===== config.mk =====
export PLATFORM = sky130hd
export DESIGN_NAME = riscv_multicycle_ctrl
export DESIGN_NICKNAME = d
export VERILOG_FILES = /design/src/rtl/riscv_multicycle_ctrl.sv
export SDC_FILE = /design/constraint.sdc
export NUM_CORES = 1
export LEC_CHECK = 0
export BUFFER_PORTS_ARGS = -buffer_cell sky130_fd_sc_hd__buf_2
export CAP_MARGIN = 0
export CORE_ASPECT_RATIO = 2
export CORE_MARGIN = 4
export CORE_UTILIZATION = 30
export CTS_CLUSTER_DIAMETER = 30
export DETAILED_ROUTE_END_ITERATION = 10
export SLEW_MARGIN = 5
export SYNTH_ARGS = -nofsm -noshare
export SYNTH_HDL_FRONTEND = slang
export SYNTH_SLANG_ARGS = --single-unit

===== constraint.sdc =====
create_clock -name clk -period 4.2 [get_ports clk]
set_input_delay 0.42 -clock clk [delete_from_list [all_inputs] [get_ports clk]]
set_output_delay 0.42 -clock clk [all_outputs]
set_load 0.05 [all_outputs]

===== src/rtl/riscv_multicycle_ctrl.sv =====
// -----------------------------------------------------------------------------
// riscv_multicycle_ctrl
// Main control FSM for a multicycle RV32 subset datapath (lw, sw, R-type ALU,
// I-type ALU, beq, jal). The FSM state is the only control register; every
// datapath select and write strobe is decoded from the current state plus the
// live mem_ready and zero inputs. A retire pulse and a wrapping retire counter
// track completed instructions. Illegal encodings either park the FSM in TRAP
// (TRAP_ON_ILLEGAL = 1) or retire as a NOP (TRAP_ON_ILLEGAL = 0).
//
// Ports
//   clk          in   rising-edge clock
//   reset        in   asynchronous active-low reset
//   op           in   [6:0] opcode field of the instruction register
//   funct3       in   [2:0] instr[14:12]
//   funct7b5     in   instr[30]
//   zero         in   ALU zero flag
//   mem_ready    in   memory handshake, access completes in the cycle it is 1
//   pc_write     out  PC write enable
//   ir_write     out  instruction register write enable
//   reg_write    out  register file write enable
//   mem_write    out  data memory write enable
//   adr_src      out  memory address select (0 PC, 1 Result)
//   alu_src_a    out  [1:0] ALU A select (00 PC, 01 OldPC, 10 rs1)
//   alu_src_b    out  [1:0] ALU B select (00 rs2, 01 imm, 10 constant 4)
//   result_src   out  [1:0] result select (00 ALUOut, 01 ReadData, 10 ALUResult)
//   alu_control  out  [2:0] ALU operation
//   state        out  [3:0] current FSM state (debug)
//   illegal      out  sticky trap flag
//   retire       out  one-cycle pulse per retired instruction
//   retire_cnt   out  [CNT_W-1:0] retired-instruction counter (wraps)
// -----------------------------------------------------------------------------
module riscv_multicycle_ctrl #(
    parameter bit TRAP_ON_ILLEGAL = 1'b1,
    parameter int CNT_W           = 32
) (
    input  logic             clk,
    input  logic             reset,
    input  logic [6:0]       op,
    input  logic [2:0]       funct3,
    input  logic             funct7b5,
    input  logic             zero,
    input  logic             mem_ready,
    output logic             pc_write,
    output logic             ir_write,
    output logic             reg_write,
    output logic             mem_write,
    output logic             adr_src,
    output logic [1:0]       alu_src_a,
    output logic [1:0]       alu_src_b,
    output logic [1:0]       result_src,
    output logic [2:0]       alu_control,
    output logic [3:0]       state,
    output logic             illegal,
    output logic             retire,
    output logic [CNT_W-1:0] retire_cnt
);

    typedef enum logic [3:0] {
        S_FETCH    = 4'd0,
        S_DECODE   = 4'd1,
        S_MEMADR   = 4'd2,
        S_MEMREAD  = 4'd3,
        S_MEMWB    = 4'd4,
        S_MEMWRITE = 4'd5,
        S_EXECR    = 4'd6,
        S_EXECI    = 4'd7,
        S_ALUWB    = 4'd8,
        S_BEQ      = 4'd9,
        S_JAL      = 4'd10,
        S_TRAP     = 4'd11
    } state_t;

    localparam logic [6:0] OP_LOAD   = 7'b0000011;
    localparam logic [6:0] OP_STORE  = 7'b0100011;
    localparam logic [6:0] OP_REG    = 7'b0110011;
    localparam logic [6:0] OP_IMM    = 7'b0010011;
    localparam logic [6:0] OP_BRANCH = 7'b1100011;
    localparam logic [6:0] OP_JAL    = 7'b1101111;

    localparam logic [2:0] ALU_ADD = 3'b000;
    localparam logic [2:0] ALU_SUB = 3'b001;
    localparam logic [2:0] ALU_AND = 3'b010;
    localparam logic [2:0] ALU_OR  = 3'b011;
    localparam logic [2:0] ALU_XOR = 3'b100;
    localparam logic [2:0] ALU_SLT = 3'b101;

    localparam logic [CNT_W-1:0] CNT_ONE = CNT_W'(1);

    // funct3 values the ALU can execute for R-type and I-type instructions
    function automatic logic alu_f3_legal(input logic [2:0] f3);
        logic ok;
        case (f3)
            3'b000, 3'b010, 3'b100, 3'b110, 3'b111: ok = 1'b1;
            default:                                ok = 1'b0;
        endcase
        return ok;
    endfunction

    // ALU operation for EXECR/EXECI; funct7b5 selects sub only for R-type,
    // because in I-type instructions that bit belongs to the immediate
    function automatic logic [2:0] alu_decode(input logic [2:0] f3,
                                              input logic       f7b5,
                                              input logic       is_reg);
        logic [2:0] ctl;
        case (f3)
            3'b000:  ctl = (is_reg && f7b5) ? ALU_SUB : ALU_ADD;
            3'b010:  ctl = ALU_SLT;
            3'b100:  ctl = ALU_XOR;
            3'b110:  ctl = ALU_OR;
            3'b111:  ctl = ALU_AND;
            default: ctl = ALU_ADD;
        endcase
        return ctl;
    endfunction

    state_t           state_r;
    state_t           next_state_s;
    logic             illegal_r;
    logic             retire_r;
    logic [CNT_W-1:0] retire_cnt_r;
    logic             decode_illegal_s;
    logic             retire_evt_s;

    logic             pc_write_s;
    logic             ir_write_s;
    logic             reg_write_s;
    logic             mem_write_s;
    logic             adr_src_s;
    logic [1:0]       alu_src_a_s;
    logic [1:0]       alu_src_b_s;
    logic [1:0]       result_src_s;
    logic [2:0]       alu_control_s;

    // Instruction legality, judged from the fields visible during DECODE
    always_comb begin
        case (op)
            OP_LOAD, OP_STORE, OP_JAL: decode_illegal_s = 1'b0;
            OP_REG, OP_IMM:            decode_illegal_s = ~alu_f3_legal(funct3);
            OP_BRANCH:                 decode_illegal_s = (funct3 != 3'b000);
            default:                   decode_illegal_s = 1'b1;
        endcase
    end

    // Next-state logic and detection of the retiring transition into FETCH
    always_comb begin
        next_state_s = state_r;
        retire_evt_s = 1'b0;
        case (state_r)
            S_FETCH: begin
                if (mem_ready) begin
                    next_state_s = S_DECODE;
                end else begin
                    next_state_s = S_FETCH;
                end
            end
            S_DECODE: begin
                if (decode_illegal_s) begin
                    if (TRAP_ON_ILLEGAL != 1'b0) begin
                        next_state_s = S_TRAP;
                    end else begin
                        // illegal instruction completes as a NOP
                        next_state_s = S_FETCH;
                        retire_evt_s = 1'b1;
                    end
                end else begin
                    case (op)
                        OP_LOAD, OP_STORE: next_state_s = S_MEMADR;
                        OP_REG:            next_state_s = S_EXECR;
                        OP_IMM:            next_state_s = S_EXECI;
                        OP_BRANCH:         next_state_s = S_BEQ;
                        OP_JAL:            next_state_s = S_JAL;
                        default:           next_state_s = S_FETCH;
                    endcase
                end
            end
            S_MEMADR: begin
                if (op == OP_LOAD) begin
                    next_state_s = S_MEMREAD;
                end else begin
                    next_state_s = S_MEMWRITE;
                end
            end
            S_MEMREAD: begin
                if (mem_ready) begin
                    next_state_s = S_MEMWB;
                end else begin
                    next_state_s = S_MEMREAD;
                end
            end
            S_MEMWB: begin
                next_state_s = S_FETCH;
                retire_evt_s = 1'b1;
            end
            S_MEMWRITE: begin
                if (mem_ready) begin
                    next_state_s = S_FETCH;
                    retire_evt_s = 1'b1;
                end else begin
                    next_state_s = S_MEMWRITE;
                end
            end
            S_EXECR, S_EXECI: next_state_s = S_ALUWB;
            S_ALUWB: begin
                next_state_s = S_FETCH;
                retire_evt_s = 1'b1;
            end
            S_BEQ: begin
                next_state_s = S_FETCH;
                retire_evt_s = 1'b1;
            end
            S_JAL:  next_state_s = S_ALUWB;
            S_TRAP: next_state_s = S_TRAP;
            default: next_state_s = S_FETCH;
        endcase
    end

    // State register, sticky trap flag, retire pulse and retire counter
    always_ff @(posedge clk or negedge reset) begin
        if (!reset) begin
            state_r      <= S_FETCH;
            illegal_r    <= 1'b0;
            retire_r     <= 1'b0;
            retire_cnt_r <= '0;
        end else begin
            state_r  <= next_state_s;
            retire_r <= retire_evt_s;
            if (retire_evt_s) begin
                retire_cnt_r <= retire_cnt_r + CNT_ONE;
            end else begin
                retire_cnt_r <= retire_cnt_r;
            end
            if (next_state_s == S_TRAP) begin
                illegal_r <= 1'b1;
            end else begin
                illegal_r <= illegal_r;
            end
        end
    end

    // Datapath controls decoded from the current state and live handshakes
    always_comb begin
        pc_write_s    = 1'b0;
        ir_write_s    = 1'b0;
        reg_write_s   = 1'b0;
        mem_write_s   = 1'b0;
        adr_src_s     = 1'b0;
        alu_src_a_s   = 2'b00;
        alu_src_b_s   = 2'b00;
        result_src_s  = 2'b00;
        alu_control_s = ALU_ADD;
        case (state_r)
            S_FETCH: begin
                alu_src_b_s  = 2'b10;
                result_src_s = 2'b10;
                ir_write_s   = mem_ready;
                pc_write_s   = mem_ready;
            end
            S_DECODE: begin
                alu_src_a_s = 2'b01;
                alu_src_b_s = 2'b01;
            end
            S_MEMADR: begin
                alu_src_a_s = 2'b10;
                alu_src_b_s = 2'b01;
            end
            S_MEMREAD: begin
                adr_src_s = 1'b1;
            end
            S_MEMWB: begin
                result_src_s = 2'b01;
                reg_write_s  = 1'b1;
            end
            S_MEMWRITE: begin
                // held for the whole stall so the memory sees a stable request
                adr_src_s   = 1'b1;
                mem_write_s = 1'b1;
            end
            S_EXECR: begin
                alu_src_a_s   = 2'b10;
                alu_control_s = alu_decode(funct3, funct7b5, 1'b1);
            end
            S_EXECI: begin
                alu_src_a_s   = 2'b10;
                alu_src_b_s   = 2'b01;
                alu_control_s = alu_decode(funct3, funct7b5, 1'b0);
            end
            S_ALUWB: begin
                reg_write_s = 1'b1;
            end
            S_BEQ: begin
                alu_src_a_s   = 2'b10;
                alu_control_s = ALU_SUB;
                pc_write_s    = zero;
            end
            S_JAL: begin
                alu_src_a_s = 2'b01;
                alu_src_b_s = 2'b10;
                pc_write_s  = 1'b1;
            end
            S_TRAP: begin
                alu_control_s = ALU_ADD;
            end
            default: begin
                alu_control_s = ALU_ADD;
            end
        endcase
    end

    // Strobes are gated by reset so nothing is written while reset is held,
    // even though FETCH would otherwise follow mem_ready.
    assign pc_write    = pc_write_s  & reset;
    assign ir_write    = ir_write_s  & reset;
    assign reg_write   = reg_write_s & reset;
    assign mem_write   = mem_write_s & reset;
    assign adr_src     = adr_src_s;
    assign alu_src_a   = alu_src_a_s;
    assign alu_src_b   = alu_src_b_s;
    assign result_src  = result_src_s;
    assign alu_control = alu_control_s;
    assign state       = state_r;
    assign illegal     = illegal_r;
    assign retire      = retire_r;
    assign retire_cnt  = retire_cnt_r;

endmodule

==> summary.txt, run 1 <==
Worst setup path
  • Critical path cell sequence: nor2b_1, a32oi_1, nor3b_1, buf_2
  • Max incr delay on CP: 0.61 ns
  • Crit Path Class: reg2out
  • Critical path arrival: just over 2 ns
  • Crit. End Element: primary output
  • Max FO, Critical Path: 20
  • Worst Path Required: ~3.8 ns
  • Slowest-stage cell, CP: dfrtp_1
  • Startpoint Class: register

Cells and area
  • Design Area, Final: 2640 um2
  • Antenna diodes: 0
  • Filler Cell Count: roughly 700
  • Post-layout util: 39.6%
  • Multi-input logic area: ~1100 um2
  • Non-Filler Instances: ~370
  • Reg area: about 950 um2
  • Nets: 299
  • Share of layout cells above drive strength 1: between 20% and 30%
  • Synthesis-to-finish area growth: 27.2%

CTS
  • CTS tree: built
  • Post-CTS Resized: 0
  • Post-CTS Setup Bufs: 0
  • Clk root buf: clkbuf_16
  • H-tree levels: 2
  • CTS sink count: 38
  • Clk buf depth: 2
  • Total CTS buffers: 5
  • CTS clk-pin slew, worst paths: roughly 0.05 ns
  • Clock latency on the worst-skew pair: between 0.2 and 0.3 ns
  • Hold Buf Count CTS: 0

GRT
  • Total grt overflow: 0
  • Global-route wire length before repair: 8700 um
  • Largest net degree at the start of global routing: between 40 and 50
  • Number of global-route vias before repair: 1833
  • Initial antenna violation count: 0
  • Total track usage: about an eighth

Placed design
  • DP Wirelength: between 4000 and 5000 um
  • Pre-CTS WS: about 2 ns
  • Placed Instances: roughly 360
  • GP Congestion: 0.862
  • Port Buf Inserts: 66
  • Placed cell area: 2490 um2

Drt
  • Avg WL per Cell: about 14 um
  • Total Wirelength: ~5200 um
  • Number of routed nets with antenna violations: 0
  • Vias/cell: about 4.9
  • DRT Pass-1 Iters: 4
  • DRC violations left: 0
  • Vias: 1822
  • DRT iter0 DRCs: between 100 and 150

Yosys
  • Syn Std Cell Area: between 2000 and 2500 um2
  • YS warnings: 0
  • Syn Nets: 231
  • Synth async-reset ratio: between 90% and 100%
  • Ys flop type: dfrtp_1
  • Synthesized area per cell: roughly 9.7 um2
  • FF+latch count, synth: 38
  • Post-synth EDFFs: 0
  • Register area share after synthesis: between 40% and 50%
  • Synthesized instance count: 215
  • Netlist cell types: 43

Die
  • Die W: 66.8 um
  • I/O pin total: 67
  • Die area: roughly 8400 um2
  • Site Rows: 42
  • Die Span Y: approximately 130 um
  • Core area: around 6700 um2
  • Initial Util: a little under a third

STA
  • Worst-Margin Slew: around 0.91 ns
  • Final-report hold violation count: 0
  • Min Hold Slack: 0.273 ns
  • Max-slew headroom: about two fifths
  • Period utilisation layout: approximately 60%
  • Achievable Freq: 0.406 GHz
  • Total Negative Setup Slacks: 0 ns
  • Minimum clock period: 2.46 ns
  • Clock skew: approximately 0.0022 ns
  • RSZ-0062 raised after global routing: false
  • Max Slew Vio Count: 0
  • Final WS setup: around 1.7 ns
  • Setup violations, final: 0

Hold path
  • Worst Hold Class: in2async

Pwr
  • Leakage Power: 1.31 nW
  • VDD IR-drop max: 0.417 mV
  • Cell Pwr Density: about 620 nW/um2
  • Tot Pwr: roughly 1.6 mW

Run
  • # Max-Cap Violations: 0

Status
  • Status: finished, final reports clean
[synthesized netlist by cell type (2+ instances only)]
master | count | area (um2)
a21oi_1 | 5 | 25.0
and3_1 | 7 | 43.8
and4_1 | 4 | 35.0
buf_2 | 3 | 15.0
dfrtp_1 | 38 | 951
inv_1 | 6 | 22.5
nand2_1 | 21 | 78.8
nand2b_1 | 5 | 31.3
nand3_1 | 9 | 45.0
nand4_1 | 9 | 56.3
nor2_1 | 19 | 71.3
nor2b_1 | 4 | 25.0
nor3_1 | 16 | 80.1
nor3b_1 | 2 | 15.0
nor4_1 | 2 | 12.5
o21ai_0 | 2 | 10.0
o22ai_1 | 2 | 12.5
o32ai_1 | 2 | 17.5
or3_1 | 2 | 12.5
or4_4 | 2 | 22.5
xnor2_1 | 18 | 158
xor2_1 | 16 | 140
[sequential cells by signal, indices dropped and copies added, names as in the netlist]
signal / count
retire_cnt: 32
illegal: 1
retire: 1
state: 4
[layout make-up]
cell class / count / share of cell area [%]
tap: 88 / 4.17
clock inverter: 1 / 0.189
timing repair buffer: 66 / 12.5
inverter: 7 / 0.994
clock buffer: 7 / 5.40
sequential: 38 / 36.0
multi-input combinational: 165 / 40.8
[metal layers]
metal | vias to the layer above | share of wire [%] | global-route usage, %
met5 | - | 0 | 0
met4 | 0 | 2.3 | 5.63
met3 | 10 | 5.1 | 1.78
met2 | 66 | 54 | 24.6
met1 | 858 | 38 | 14.2
li1 | 888 | - | -
[worst max-delay path, delay by kind of cell, from the launching register on]
kind                   cells  cell delay (ns)
AO/OA/AOI/OAI              1             0.17
buffers and inverters      1             0.30
flip-flops                 1             0.61
AND/OR/NAND/NOR            2             0.68
[final timing paths]
| check | endpoint | cells past startpoint | startpoint | slack (ns) |
|---|---|---|---|---|
| max in group asynchronous | state[1] | 1 | reset | 3.36 |
| worst max register to register | retire_cnt[26] | 6 | retire_cnt[0] | 2.04 |
| min in group clk | illegal | 1 | illegal | 0.46 |
| worst min register to register | illegal | 1 | illegal | 0.46 |
| worst max-delay path | pc_write | 4 | state[1] | 1.74 |
| worst min-delay path | retire_cnt[4] | 1 | reset | 0.27 |
[logic make-up (layout without fill, tap and decap cells)]
logic type,count (synthesis),in the layout,share of synthesized area [%]
flip-flops,38,38,45.8
AO/OA/AOI/OAI,19,19,6.69
AND/OR/NAND/NOR,110,110,29.7
adder cells (fa/ha/maj),1,1,0.602
multiplexers,1,1,0.542
buffers and inverters,12,81,2.35
XOR/XNOR,34,34,14.3
[report_power, final]
part           internal (mW)  total, mW  switching [mW]
Combinational          0.201      0.747           0.547
Sequential             0.414      0.521           0.107
Clock                  0.235      0.372           0.137
Total                  0.850       1.64           0.791
[placed cells by master (no fill, tap or decap), drive strengths merged, types with 2 or more instances in the layout]
cell,netlist,layout
buf,4,66
dfrtp,38,38
nand2,21,21
nor2,20,20
xnor2,18,18
nor3,18,18
xor2,16,16
nand3,9,9
nand4,9,9
and3,7,7
inv,7,7
clkbuf,1,7
nand2b,5,5
a21oi,5,5
nor2b,4,4
and4,4,4
o21ai,3,3
or4,3,3
or3,2,2
o22ai,2,2
nor4,2,2
nor3b,2,2
o32ai,2,2
or2,2,2
No activity file was read; power rests on OpenSTA's default activity.
==> run 2, diff against run 1 <==
Clock period 4.2 ns to 2.3 ns, I/O delays scaled along.
==> summary.txt, run 2 (same netlist as run 1, synthesis figures left out) <==
Placed design
  • Placed cell area: 2570 um2 (+3.1%)
  • GP Congestion: 0.885 (+2.7%)
  • DP Wirelength: 4420 um (+9.6%)
  • Port Buf Inserts: 66 (unchanged)

Pwr
  • Cell Pwr Density: 1190 nW/um2 (+92%)
  • Tot Pwr: 3.32 mW (+100%)
  • VDD IR-drop max: 0.756 mV (+81%)
  • Leakage Power: 1.37 nW (+4.8%)

Cells and area
  • Most common cell after layout, fill and taps aside: buf_2
  • Max FFs per register: 32 (unchanged)
  • Share of layout cells above drive strength 1: 34.0% (+4.4 points)
  • Design Area, Final: 2780 um2 (+5.3%)
  • Synthesis-to-finish area growth: 34.0%
  • Nets: 306 (+2.3%)
  • Most frequent cells in the layout: 66 x buf_2, 37 x dfrtp_1, 21 x nand2_1, 18 x xnor2_1, 18 x nor2_1
  • Post-layout util: 41.7% (+2.1 points)
  • Antenna diodes: 0 (unchanged)

Drt
  • Vias: 1877 (+3.0%)
  • Total Wirelength: 5600 um (+7.0%)
  • Avg WL per Cell: 14.8 um (+5.1%)
  • DRT iter0 DRCs: 89 (-16%)
  • Vias/cell: 4.95 (+1.1%)
  • Number of routed nets with antenna violations: 0 (unchanged)
  • DRT Pass-1 Iters: 4 (unchanged)
  • DRC violations left: 0 (unchanged)

Worst setup path
  • Critical path cell sequence: nor2b_2, a32oi_1, nor3b_2, buf_2
  • R2r endpoint: retire_cnt[26]
  • Max FO, Critical Path: 13 (-35%)
  • Startpoint Class: register
  • Crit Path Class: reg2out
  • Worst R2R Start: retire_cnt[1]
  • Critical path arrival: 1.89 ns (-0.15 ns)
  • Slowest-stage cell, CP: dfrtp_1
  • WP buf/inv: 1 (unchanged)
  • R2R setup slack: 0.21 ns (-1.83 ns)
  • Worst r2r path cells: 6 (unchanged)
  • Crit. End Element: primary output
  • Max incr delay on CP: 0.64 ns (+0.03 ns)
  • Worst Path Required: 2.07 ns (-1.71 ns)
  • CP delay by family, top: flip-flops

STA
  • Setup violations, final: 0 (unchanged)
  • Clock skew: 0.00380 ns (+0.00164 ns)
  • Minimum clock period: ~2.1 ns
  • Worst-Margin Slew: 0.491 ns (-0.417 ns)
  • Max Slew Vio Count: 0 (unchanged)
  • RSZ-0062 raised after global routing: false
  • Period utilisation layout: approximately 92%
  • Achievable Freq: 0.471 GHz
  • Max-slew headroom: 67.3% (+28 points)
  • Final-report hold violation count: 0 (unchanged)

Hold path
  • Min-Delay Endpoint: state[2]
  • Worst Hold Depth: 3
  • Hold Startpoint: op[4]
  • Worst Hold Class: in2reg

GRT
  • Initial antenna violation count: 0 (unchanged)
  • Largest net degree at the start of global routing: 20 (-53%)
  • Number of global-route vias before repair: 1889 (+3.1%)
  • Total grt overflow: 0 (unchanged)
  • Global-route wire length before repair: 9230 um (+6.1%)
  • Total track usage: 14.2% (+0.98 points)

Die
  • Die W: 66.8 um (unchanged)
  • Site Rows: 42 (unchanged)
  • I/O pin total: 67 (unchanged)
  • Die area: 8400 um2 (unchanged)
  • Initial Util: 31.1% (unchanged)
  • Core area: 6670 um2 (unchanged)
  • Die Span Y: 126 um (unchanged)

CTS
  • Post-CTS Setup Bufs: 0 (unchanged)
  • H-tree levels: 2 (unchanged)
  • Clk buf depth: 2 (unchanged)
  • Clk root buf: clkbuf_16
  • CTS clk-pin slew, worst paths: 0.06 ns (about the same)
  • CTS tree: built
  • Total CTS buffers: 5 (unchanged)
  • Clock latency on the worst-skew pair: 0.28 ns (about the same)
  • CTS sink count: 38 (unchanged)

Run
  • # Max-Cap Violations: 0 (unchanged)

Status
  • Status: finished, final reports clean
run 2: changes by cell type in the layout (fill, tap and decap cells not counted), moves of 2 or more:
cell       previous run  this run
nor3_1               16        13
bufinv_16             0         2
nor3_2                1         4
buf_4                 0         6
run 2: report_power, final:
part           switching, mW  leakage (nW)  internal, mW
Sequential             0.155         0.494         0.759
Combinational           1.08         0.780         0.409
Clock                  0.263        0.0971         0.651
Total                   1.50          1.37          1.82
run 2: worst reg2reg max path, cell delays in order (launching register included):
cell and delay, ns:
dfrtp_1 0.40, ha_1 0.21, nand4_1 0.20, or4_4 0.60, nor3_4 0.27, nand4_1 0.16
xnor2_1 0.15
run 2: through the flow:
stage               setup WS (ns)  hold WS, ns  TNS (ns)  cells
finish                      0.179        0.296         0    379
global route               0.0598        0.292         0    379
CTS                        0.0777        0.282         0    379
detailed placement          0.208       0.0739         0    370
global placement            0.330       0.0637         0    370
floorplan                 -0.0715      -0.0656    -0.216    215
run 2: how the worst max path moves through the flow:
stage | cells after the start | endpoint | slack (ns) | startpoint
final | 4 | pc_write | 0.18 | state[0]
after global routing | 4 | pc_write | 0.06 | state[0]
after CTS | 4 | pc_write | 0.08 | state[0]
after detailed placement | 6 | retire_cnt[26] | 0.21 | retire_cnt[1]
after global placement | 6 | retire_cnt[26] | 0.33 | retire_cnt[0]
after floorplan | 4 | alu_control[0] | -0.07 | state[2]
run 2: layout make-up:
type                            count  area [um2]
Clock buffer                        6         139
Clock inverter                      2        60.1
Fill cell                         685        3890
Inverter                            7        26.3
Multi-Input combinational cell    165        1110
Sequential cell                    38         952
Tap cell                           88         110
Timing Repair Buffer               73         385
run 2: routing by layer:
layer | wire [um] | up-vias | share of wire, % | global-route usage [%]
met1 | 2010 | 891 | 36 | 14.7
met4 | 146 | 0 | 2.6 | 6.35
li1 | - | 902 | - | -
met3 | 297 | 10 | 5.3 | 1.96
met5 | 0 | - | 0 | 0
met2 | 3140 | 74 | 56 | 26.8
run 2: repair_timing:
item | CTS | global route
gates resized for setup | 0 | 1
endpoints found under the setup margin | 0 | 3
hold endpoints to repair | 2 | 0
hold buffers | 1 | 0
==> run 3, diff against run 2 <==
==> constraint.sdc (replaced) <==
create_clock -name clk -period 2.3 [get_ports clk]
set_input_delay 0.46 -clock clk [delete_from_list [all_inputs] [get_ports clk]]
set_output_delay 0.46 -clock clk [all_outputs]
set_load 0.05 [all_outputs]
==> summary.txt, run 3 (same netlist as run 1, synthesis figures left out) <==
Placed design
  • Placed Instances: 370 (unchanged)
  • Port Buf Inserts: 66 (unchanged)
  • Pre-CTS WS: 0.218 ns (+0.00953 ns)
  • DP Wirelength: 4340 um (-2.0%)
  • Placed cell area: 2600 um2 (+1.3%)
  • GP Congestion: 0.902 (+1.9%)

Die
  • Die area: 8400 um2 (unchanged)
  • Initial Util: 31.1% (unchanged)
  • Core area: 6670 um2 (unchanged)
  • Site Rows: 42 (unchanged)
  • Die W: 66.8 um (unchanged)
  • Die Span Y: 126 um (unchanged)
  • I/O pin total: 67 (unchanged)

Status
  • Status: finished, final reports clean

CTS
  • CTS clk-pin slew, worst paths: 0.05 ns (about the same)
  • Clock latency on the worst-skew pair: 0.28 ns (about the same)
  • CTS tree: built
  • Clk buf depth: 2 (unchanged)
  • CTS sink count: 38 (unchanged)
  • Total CTS buffers: 5 (unchanged)
  • Clk root buf: clkbuf_16
  • Hold Buf Count CTS: 0 (-1)
  • H-tree levels: 2 (unchanged)
  • Post-CTS Setup Bufs: 0 (unchanged)
  • Post-CTS Resized: 0 (unchanged)

Pwr
  • VDD IR-drop max: 1.03 mV (+36%)
  • Tot Pwr: 3.09 mW (-7.0%)
  • Cell Pwr Density: 1120 nW/um2 (-5.7%)
  • Leakage Power: 1.34 nW (-2.2%)

GRT
  • Number of global-route vias before repair: 1889 (unchanged)
  • Total track usage: 14.4% (+0.21 points)
  • Total grt overflow: 0 (unchanged)
  • Initial antenna violation count: 0 (unchanged)
  • Largest net degree at the start of global routing: 34 (+70%)
  • Global-route wire length before repair: 9250 um (+0.22%)

Worst setup path
  • Worst R2R Start: retire_cnt[1]
  • Max incr delay on CP: 0.37 ns (-0.27 ns)
  • R2R setup slack: 0.25 ns (+0.04 ns)
  • R2r endpoint: retire_cnt[26]
  • Max FO, Critical Path: 12 (-1)
  • Worst Path Required: 1.84 ns (-0.23 ns)
  • Crit. End Element: primary output
  • Slowest-stage cell, CP: dfrtp_1
  • Startpoint Class: register
  • Critical path cell sequence: buf_4, inv_2, nand2_1, nor2_1, a21oi_1, nor2_2, buf_2
  • Critical path arrival: 1.72 ns (-0.17 ns)
  • Worst r2r path cells: 6 (unchanged)
  • Crit Path Class: reg2out

Cells and area
  • Post-layout util: 41.1% (-0.56 points)
  • Design Area, Final: 2750 um2 (-1.3%)
  • Share of layout cells above drive strength 1: 34.8% (+0.81 points)
  • Max FFs per register: 32 (unchanged)
  • Most frequent cells in the layout: 65 x buf_2, 35 x dfrtp_1, 21 x nand2_1, 18 x xnor2_1, 17 x nor2_1
  • Non-Filler Instances: 378 (-0.26%)
  • Most common cell after layout, fill and taps aside: buf_2
  • Synthesis-to-finish area growth: 32.2%
  • Antenna diodes: 0 (unchanged)
  • Nets: 305 (-0.33%)

STA
  • Max Slew Vio Count: 0 (unchanged)
  • Max-slew headroom: 72.3% (+5.0 points)
  • Achievable Freq: 0.458 GHz (-2.8%)
  • RSZ-0062 raised after global routing: false
  • Worst-Margin Slew: 0.416 ns (-0.0750 ns)
  • Minimum clock period: 2.18 ns (+0.0620 ns)
  • Period utilisation layout: 94.9% (+2.7 points)
  • Min Hold Slack: 0.0204 ns (-0.275 ns)
  • Clock skew: 0.00436 ns (+0.000557 ns)
  • Final WS setup: 0.117 ns (-0.0620 ns)
  • Final-report hold violation count: 0 (unchanged)
  • Total Negative Setup Slacks: 0 ns (unchanged)
  • Setup violations, final: 0 (unchanged)

Drt
  • Vias: 1860 (-0.91%)
  • Met1 WL: 1950 um (-3.2%)
  • Total Wirelength: 5410 um (-3.4%)
  • Vias/cell: 4.92 (-0.64%)
  • Number of routed nets with antenna violations: 0 (unchanged)
  • DRC violations left: 0 (unchanged)
  • Metal2 WL: 3000 um (-4.5%)
  • DRT iter0 DRCs: 67 (-25%)
  • Wire length on met3: 264 um (-11%)
  • Avg WL per Cell: 14.3 um (-3.2%)
  • Uppermost layer routed: met4
  • DRT Pass-1 Iters: 4 (unchanged)

Hold path
  • Worst Hold Class: in2async

Run
  • # Max-Cap Violations: 0 (unchanged)
[run 3: cell types whose count changed in the layout (fill, tap and decap cells not counted), sizes merged]
cell	delta
clkbuf	+3
bufinv	-2
buf	-1
dlygate4sd3	-1
[run 3: layout make-up]
| class | count | area, um2 |
|---|---|---|
| timing repair buffer | 72 | 378 |
| multi-input combinational | 165 | 1140 |
| inverter | 7 | 26.3 |
| tap | 88 | 110 |
| clock buffer | 8 | 136 |
| sequential | 38 | 955 |
| fill | 696 | 3930 |
[run 3: worst max-delay path, delay by kind of cell (launching register included)]
kind / cells / cell delay [ns]
AOI/OAI and AO/OA: 1 / 0.08
buffers and inverters: 3 / 0.60
DFF: 1 / 0.37
and+or+nand+nor: 3 / 0.39
[run 3: worst max-delay path by stage]
stage                   from              to  slack [ns]
2_1_floorplan       state[1]        pc_write       -0.17
3_3_place_gp   retire_cnt[0]  retire_cnt[26]        0.27
3_5_place_dp   retire_cnt[1]  retire_cnt[26]        0.22
4_1_cts             state[1]    alu_src_a[1]         0.1
5_1_grt             state[3]        pc_write       0.008
6_report            state[0]    alu_src_b[0]        0.12
[run 3: where the power goes]
part | switching (mW) | internal, mW | leakage, nW | total [mW]
Sequential | 0.110 | 0.763 | 0.491 | 0.873
Combinational | 1.14 | 0.429 | 0.785 | 1.57
Clock | 0.245 | 0.403 | 0.0652 | 0.648
[run 3: layer usage]
metal / vias up / global-route usage, %
met2: 62 / 25.9
met5: - / 0
li1: 903 / -
met4: 0 / 8.26
met3: 12 / 2.23
met1: 883 / 15.1
